--- config.mk ---
export PLATFORM = sky130hd
export DESIGN_NAME = pingpang_frame_ctrl
export DESIGN_NICKNAME = d
export VERILOG_FILES = /design/src/rtl/pingpang_pkg.sv /design/src/rtl/pingpang_sat_cnt.sv /design/src/rtl/pingpang_frame_ctrl.sv
export SDC_FILE = /design/constraint.sdc
export NUM_CORES = 1
export LEC_CHECK = 0
export ABC_CLOCK_PERIOD_IN_PS = 1900
export CORE_UTILIZATION = 35
export DETAILED_ROUTE_END_ITERATION = 6
export GPL_ROUTABILITY_DRIVEN = 0
export PLACE_DENSITY_LB_ADDON = 0.05
export SLEW_MARGIN = 20
export SYNTH_ARGS = -nofsm -noshare
export SYNTH_HDL_FRONTEND = slang
export SYNTH_SLANG_ARGS = --single-unit
--- constraint.sdc ---
create_clock -name clk -period 1.9 [get_ports clk]
set_input_delay 0.38 -clock clk [delete_from_list [all_inputs] [get_ports clk]]
set_output_delay 0.38 -clock clk [all_outputs]
set_load 0.1 [all_outputs]
--- src/rtl/pingpang_pkg.sv ---
`default_nettype none
// ============================================================================
//  Module   : pingpang_pkg
//  Purpose  : Shared types and constants for the ping-pong frame controller.
//  Revision : 1.0 - initial release
// ============================================================================
package pingpang_pkg;

   // Width of the frame/stall statistics counters and the word counter.
   localparam int CNT_W      = 16;

   // Default sample width; must match the ping-pong buffer data width.
   localparam int DATA_W_DEF = 16;

   // Write-side controller states.
   typedef enum logic [1:0] {
      ST_IDLE      = 2'd0,
      ST_FILL      = 2'd1,
      ST_WAIT_CONS = 2'd2,
      ST_SWAP      = 2'd3
   } state_e;

endpackage : pingpang_pkg
`default_nettype wire

--- src/rtl/pingpang_sat_cnt.sv ---
`default_nettype none
// ============================================================================
//  Module   : pingpang_sat_cnt
//  Purpose  : CNT_W-bit event counter with synchronous clear; SATURATE=1
//             sticks at all-ones, SATURATE=0 wraps to zero.
//  Revision : 1.0 - initial release
// ============================================================================
module pingpang_sat_cnt
   import pingpang_pkg::*;
#(
   parameter bit SATURATE = 1'b1
) (
   input  logic             clk,
   input  logic             rst_n,
   input  logic             inc,
   input  logic             clr,
   output logic [CNT_W-1:0] cnt
);

   logic [CNT_W-1:0] cnt_q;
   logic [CNT_W-1:0] cnt_d;

   // Next count: clear wins, otherwise increment unless pinned at the top.
   always_comb begin
      cnt_d = cnt_q;
      if (clr) begin
         cnt_d = '0;
      end else if (inc) begin
         if (!(SATURATE && (cnt_q == {CNT_W{1'b1}}))) begin
            cnt_d = cnt_q + 1'b1;
         end
      end
   end

   // Count register.
   always_ff @(posedge clk or negedge rst_n) begin
      if (!rst_n) begin
         cnt_q <= '0;
      end else begin
         cnt_q <= cnt_d;
      end
   end

   assign cnt = cnt_q;

endmodule : pingpang_sat_cnt
`default_nettype wire

--- src/rtl/pingpang_frame_ctrl.sv ---
`default_nettype none
// ============================================================================
//  Module   : pingpang_frame_ctrl
//  Purpose  : Write-side controller for the ping-pong buffer. Forwards
//             accepted words as registered writes, frames them, and pulses
//             switch once the consumer has released the previous buffer.
//  Config   : PINGPANG_FRAME_CTRL_STATS_EN builds frame_cnt / stall_cnt;
//             when undefined both outputs are tied to zero.
//  Revision : 1.0 - initial release
// ============================================================================
module pingpang_frame_ctrl
   import pingpang_pkg::*;
#(
   parameter int DATA_W    = DATA_W_DEF,
   parameter int FRAME_LEN = 8
) (
   input  logic              clk,
   input  logic              rst_n,
   input  logic              s_valid,
   input  logic [DATA_W-1:0] s_data,
   input  logic              s_last,
   output logic              s_ready,
   output logic [DATA_W-1:0] buf_data,
   output logic              buf_wr,
   output logic              switch,
   input  logic              cons_ready,
   output logic [CNT_W-1:0]  frame_cnt,
   output logic [CNT_W-1:0]  stall_cnt
);

   localparam logic [CNT_W-1:0] LAST_IDX = CNT_W'(FRAME_LEN - 1);

   state_e            state_q,    state_d;
   logic [CNT_W-1:0]  word_cnt_q, word_cnt_d;
   logic              s_ready_q,  s_ready_d;
   logic [DATA_W-1:0] buf_data_q, buf_data_d;
   logic              buf_wr_q,   buf_wr_d;
   logic              switch_q,   switch_d;
   logic              accept;
   logic              frame_end;

   assign accept    = s_valid & s_ready_q;
   assign frame_end = accept & (s_last | (word_cnt_q == LAST_IDX));

   // Next-state and registered-output decode. s_ready is registered from
   // the next state so it is low in reset and rises one cycle after release.
   // switch is registered off SWAP so it lands after the last buf_wr cycle.
   always_comb begin
      state_d    = state_q;
      word_cnt_d = word_cnt_q;
      buf_data_d = buf_data_q;
      buf_wr_d   = accept;
      switch_d   = (state_q == ST_SWAP);
      if (accept) begin
         buf_data_d = s_data;
      end
      case (state_q)
         ST_IDLE, ST_FILL: begin
            if (accept) begin
               word_cnt_d = word_cnt_q + 1'b1;
               if (frame_end) begin
                  state_d = cons_ready ? ST_SWAP : ST_WAIT_CONS;
               end else begin
                  state_d = ST_FILL;
               end
            end
         end
         ST_WAIT_CONS: begin
            if (cons_ready) begin
               state_d = ST_SWAP;
            end
         end
         ST_SWAP: begin
            word_cnt_d = '0;
            state_d    = ST_IDLE;
         end
         default: begin
            state_d    = ST_IDLE;
            word_cnt_d = '0;
         end
      endcase
      s_ready_d = (state_d == ST_IDLE) || (state_d == ST_FILL);
   end

   // Controller state and output registers.
   always_ff @(posedge clk or negedge rst_n) begin
      if (!rst_n) begin
         state_q    <= ST_IDLE;
         word_cnt_q <= '0;
         s_ready_q  <= 1'b0;
         buf_data_q <= '0;
         buf_wr_q   <= 1'b0;
         switch_q   <= 1'b0;
      end else begin
         state_q    <= state_d;
         word_cnt_q <= word_cnt_d;
         s_ready_q  <= s_ready_d;
         buf_data_q <= buf_data_d;
         buf_wr_q   <= buf_wr_d;
         switch_q   <= switch_d;
      end
   end

   assign s_ready  = s_ready_q;
   assign buf_data = buf_data_q;
   assign buf_wr   = buf_wr_q;
   assign switch   = switch_q;

`ifdef PINGPANG_FRAME_CTRL_STATS_EN
   // Frames completed (wrapping) and source-stall cycles (saturating).
   pingpang_sat_cnt #(
      .SATURATE (1'b0)
   ) u_frame_cnt (
      .clk   (clk),
      .rst_n (rst_n),
      .inc   (state_q == ST_SWAP),
      .clr   (1'b0),
      .cnt   (frame_cnt)
   );

   pingpang_sat_cnt #(
      .SATURATE (1'b1)
   ) u_stall_cnt (
      .clk   (clk),
      .rst_n (rst_n),
      .inc   (s_valid & ~s_ready_q),
      .clr   (1'b0),
      .cnt   (stall_cnt)
   );
`else
   assign frame_cnt = '0;
   assign stall_cnt = '0;
`endif

endmodule : pingpang_frame_ctrl
`default_nettype wire
==> impl_summary.txt <==
----------------------------------------------------
[Run status]
  Result of the run ... complete, no violations

[Yosys]
  Synth Area in Adders ... 0.650%
  Syn Inst Count ... 173
  Number of enable flip-flop cells after synthesis ... 0
  Library cells used by synthesis ... 42
  Dominant combinational cell family by area after synthesis ... simple AND/OR/NAND/NOR gates
  FF+latch count, synth ... 37
  Sequential element share of the synthesized area ... 48.1%
  Count of warnings emitted by yosys ... 0
  Primary FF master, synth ... dfrtp_1
  Area share of the leading cell type in the synthesized netlist ... 48.1%
  XOR/XNOR Fraction of Synth Area ... 0.910%
  Synthesized area per cell ... 11.1 um2
  Mux contribution to synthesized area ... 13.0%
  Post-synth design cell area ... 1920 um2
  Synth Area in Simple Gates ... 15.9%
  Cell types occupying the most area after synthesis ... dfrtp_1, buf_4, mux2_2, mux2i_1, nand2_1
  Fraction of the mapped netlist area in compound gates ... 6.50%
  Async set or reset register ratio after synthesis ... 100%
  Library cell occupying the most area in the post-synthesis netlist ... dfrtp_1

[Critical path]
  Sort of element at the end of the critical path ... flip-flop
  Slowest stage delay, CP ... 0.43 ns
  Data arrival time of the critical path ... 1.76 ns
  Max Fanout on Critical Path ... 5
  Critical path class ... reg2reg
  Launch point of the worst path ... word_cnt_q[0]$_DFFE_PN0P_
  CP cell instances ... ha_1 > nor4bb_1 > a41oi_1 > o21ai_1 > a221oi_2
  Max stage delay cell, worst path ... dfrtp_1
  Required time of the worst setup path ... 2.05 ns
  Launching element type of the critical path ... flip-flop
  Launching point of the worst reg2reg path ... word_cnt_q[0]$_DFFE_PN0P_

[Flow run]
  Max-cap violations ... 0

[Routing]
  Remaining antenna violation count after routing ... 0
  Average wire per cell in the routed design ... 13.0 um
  Routed wire length ... 3750 um
  Routed vias/inst ... 4.71
  Pre-antenna DRT Iters ... 4
  Total DRC errors in the routed layout ... 0
  Number of DRC markers in iteration 0 ... 105
  Via total after detailed routing ... 1356

[Global routing]
  Wire length of the first global-routing pass ... 6300 um
  Vias in the first global route ... 1280
  Global-route total usage across every layer ... 13.9%
  Total global routing overflow ... 0
  Antenna violations before repair ... 0
  Maximum number of pins on one net before global-route repair ... 22

[Timing]
  Post-layout min period ... 1.61 ns
  Maximum clock skew at final layout ... 0.00455 ns
  Hold violation count in the final report ... 0
  Upper clock frequency limit ... 622 MHz
  Sum of negative setup slack ... 0 ns
  Count of pins over their slew limit ... 0
  Setup Viol. Count Final ... 0
  Final critical-path share of the clock period ... 84.6%
  RSZ-0062 raised after global routing ... no

[Pwr]
  Power density normalized to cell area ... 1770 nW/um2
  Part of the power in combinational logic ... 58.2%
  Power consumption ... 4.14 mW
  Net switching fraction of the power ... 55.6%
  Internal ... 1.84 mW
  Sequential fraction of design power ... 28.5%
  Max VDD drop ... 0.00130 V
  Static Leakage ... 1.13 nW
  Fraction of power consumed by the clock network ... 13.3%
  P_sw ... 2.30 mW

[Clocking]
  Clock-pin slew reported for the worst setup and hold paths after clock tree synthesis ... 0.07 ns
  CTS H-tree lvls ... 2
  Hold_buf cts ... 0
  Number of buffers created by CTS ... 5
  CTS tree ... done
  Clock latency reported for the late side of the worst-skew pair ... 0.29 ns
  Quantity of gates resized following cts ... 0
  Clock Sink Count ... 37
  Clock Path Buffers ... 2
  Master cell of the clock root buffer ... clkbuf_8
  Post-CTS setup buffers ... 0

[Die]
  Chip Width ... 76.2 um
  Core region area ... 5200 um2
  Count of pins on the block boundary ... 72
  Starting utilization of the core area ... 37.0%
  Overall die height ... 76.2 um
  Num rows ... 26
  Die Footprint ... 5800 um2

[Layout]
  Area growth syn-to-layout ... 21.6%
  Proportion of layout cells with a drive suffix above 1 ... 28.0%
  Most frequent cells in the layout ... dfrtp_1, conb_1, buf_4, clkdlybuf4s50_1, nand2_1
  Number of nets at the end of the flow ... 240
  Most common cell after layout, fill and taps aside ... dfrtp_1
  Ant. Diodes ... 0
  Final core occ ... 45.0%
  Post-route standard cell area excluding fillers ... 2340 um2

[Placed design]
  Placed Area ... 2250 um2
  PortBufs ... 39
  Final HPWL from detailed placement ... 2810 um

[Min path]
  Tightest Hold Check Type ... in2async

----------------------------------------------------
==> power by group through the flow <==
stage	clock network (mW)	registers, mW	logic [mW]
after CTS	0.578	1.18	2.43
final	0.553	1.18	2.41
after detailed placement	0	1.19	2.42
after global placement	0	1.18	2.41
after global routing	0.604	1.22	2.50
after floorplan	0	2.35	0.780
==> metal layers <==
layer / GRT usage, % / up-vias / share of wire (%)
met2: 22.5 / 70 / 49
met3: 4.07 / 8 / 6.7
li1: - / 628 / -
met5: 0 / - / 0
met4: 5.58 / 0 / 1.5
met1: 17.3 / 650 / 43
==> sequential cells by signal (all words and copies together) (netlist names) <==
name and flops:
buf_data 16, word_cnt_q 16, state_q 2, buf_wr 1, s_ready 1, switch 1
==> critical path: cells and delay by family (launching register included) <==
| family | cells | cell delay, ns |
|---|---|---|
| AO/OA/AOI/OAI | 3 | 0.47 |
| flip-flops | 1 | 0.43 |
| AND/OR/NAND/NOR | 1 | 0.30 |
| adder cells (fa/ha/maj) | 1 | 0.27 |
==> worst paths after layout <==
check,endpoint,slack [ns],depth (start not counted)
min in group clk,word_cnt_q[15]$_DFFE_PN0P_,0.49,1
max in group asynchronous,word_cnt_q[0]$_DFFE_PN0P_,1.35,2
setup / recovery,state_q[0]$_DFF_PN0_,0.29,5
hold reg to reg,word_cnt_q[15]$_DFFE_PN0P_,0.49,1
hold / removal,word_cnt_q[11]$_DFFE_PN0P_,0.04,1
setup reg to reg,state_q[0]$_DFF_PN0_,0.29,5
==> synthesized netlist by cell type, types with 2 or more instances <==
library cell	instances
nor2_1	4
nor3_4	2
dfrtp_1	37
inv_1	4
buf_2	3
nand2_1	17
a31oi_1	3
mux2_2	16
nand4_1	4
o21ai_1	2
mux2i_1	7
buf_4	32
nand3_1	6
nor4_1	2
o21ai_0	7
==> stage by stage <==
stage	cells	hold WS, ns	worst slack (ns)
2_1_floorplan	204	0.0844	0.333
3_3_place_gp	281	0.365	0.124
3_5_place_dp	281	0.372	0.110
4_1_cts	288	0.0586	0.280
5_1_grt	288	0.0681	0.188
6_report	288	0.0440	0.292
==> cells by family (layout without fill, tap and decap cells) <==
family,count (synthesis),after routing
and+or+nand+nor,48,48
buffers and inverters,42,56
DFF,37,37
muxes,23,23
AOI/OAI and AO/OA,19,19
xor gates and xnor gates,2,2
adders and majority gates,1,1
other,1,32
==> final cells by class <==
type / instances / area, um2
flip-flops and latches: 37 / 927
well taps: 70 / 87.6
clock buffers: 7 / 86.3
repair buffers: 44 / 388
inverters: 5 / 18.8
fillers: 526 / 2870
multi-input cells: 125 / 832
No activity file was read; power rests on OpenSTA's default activity.
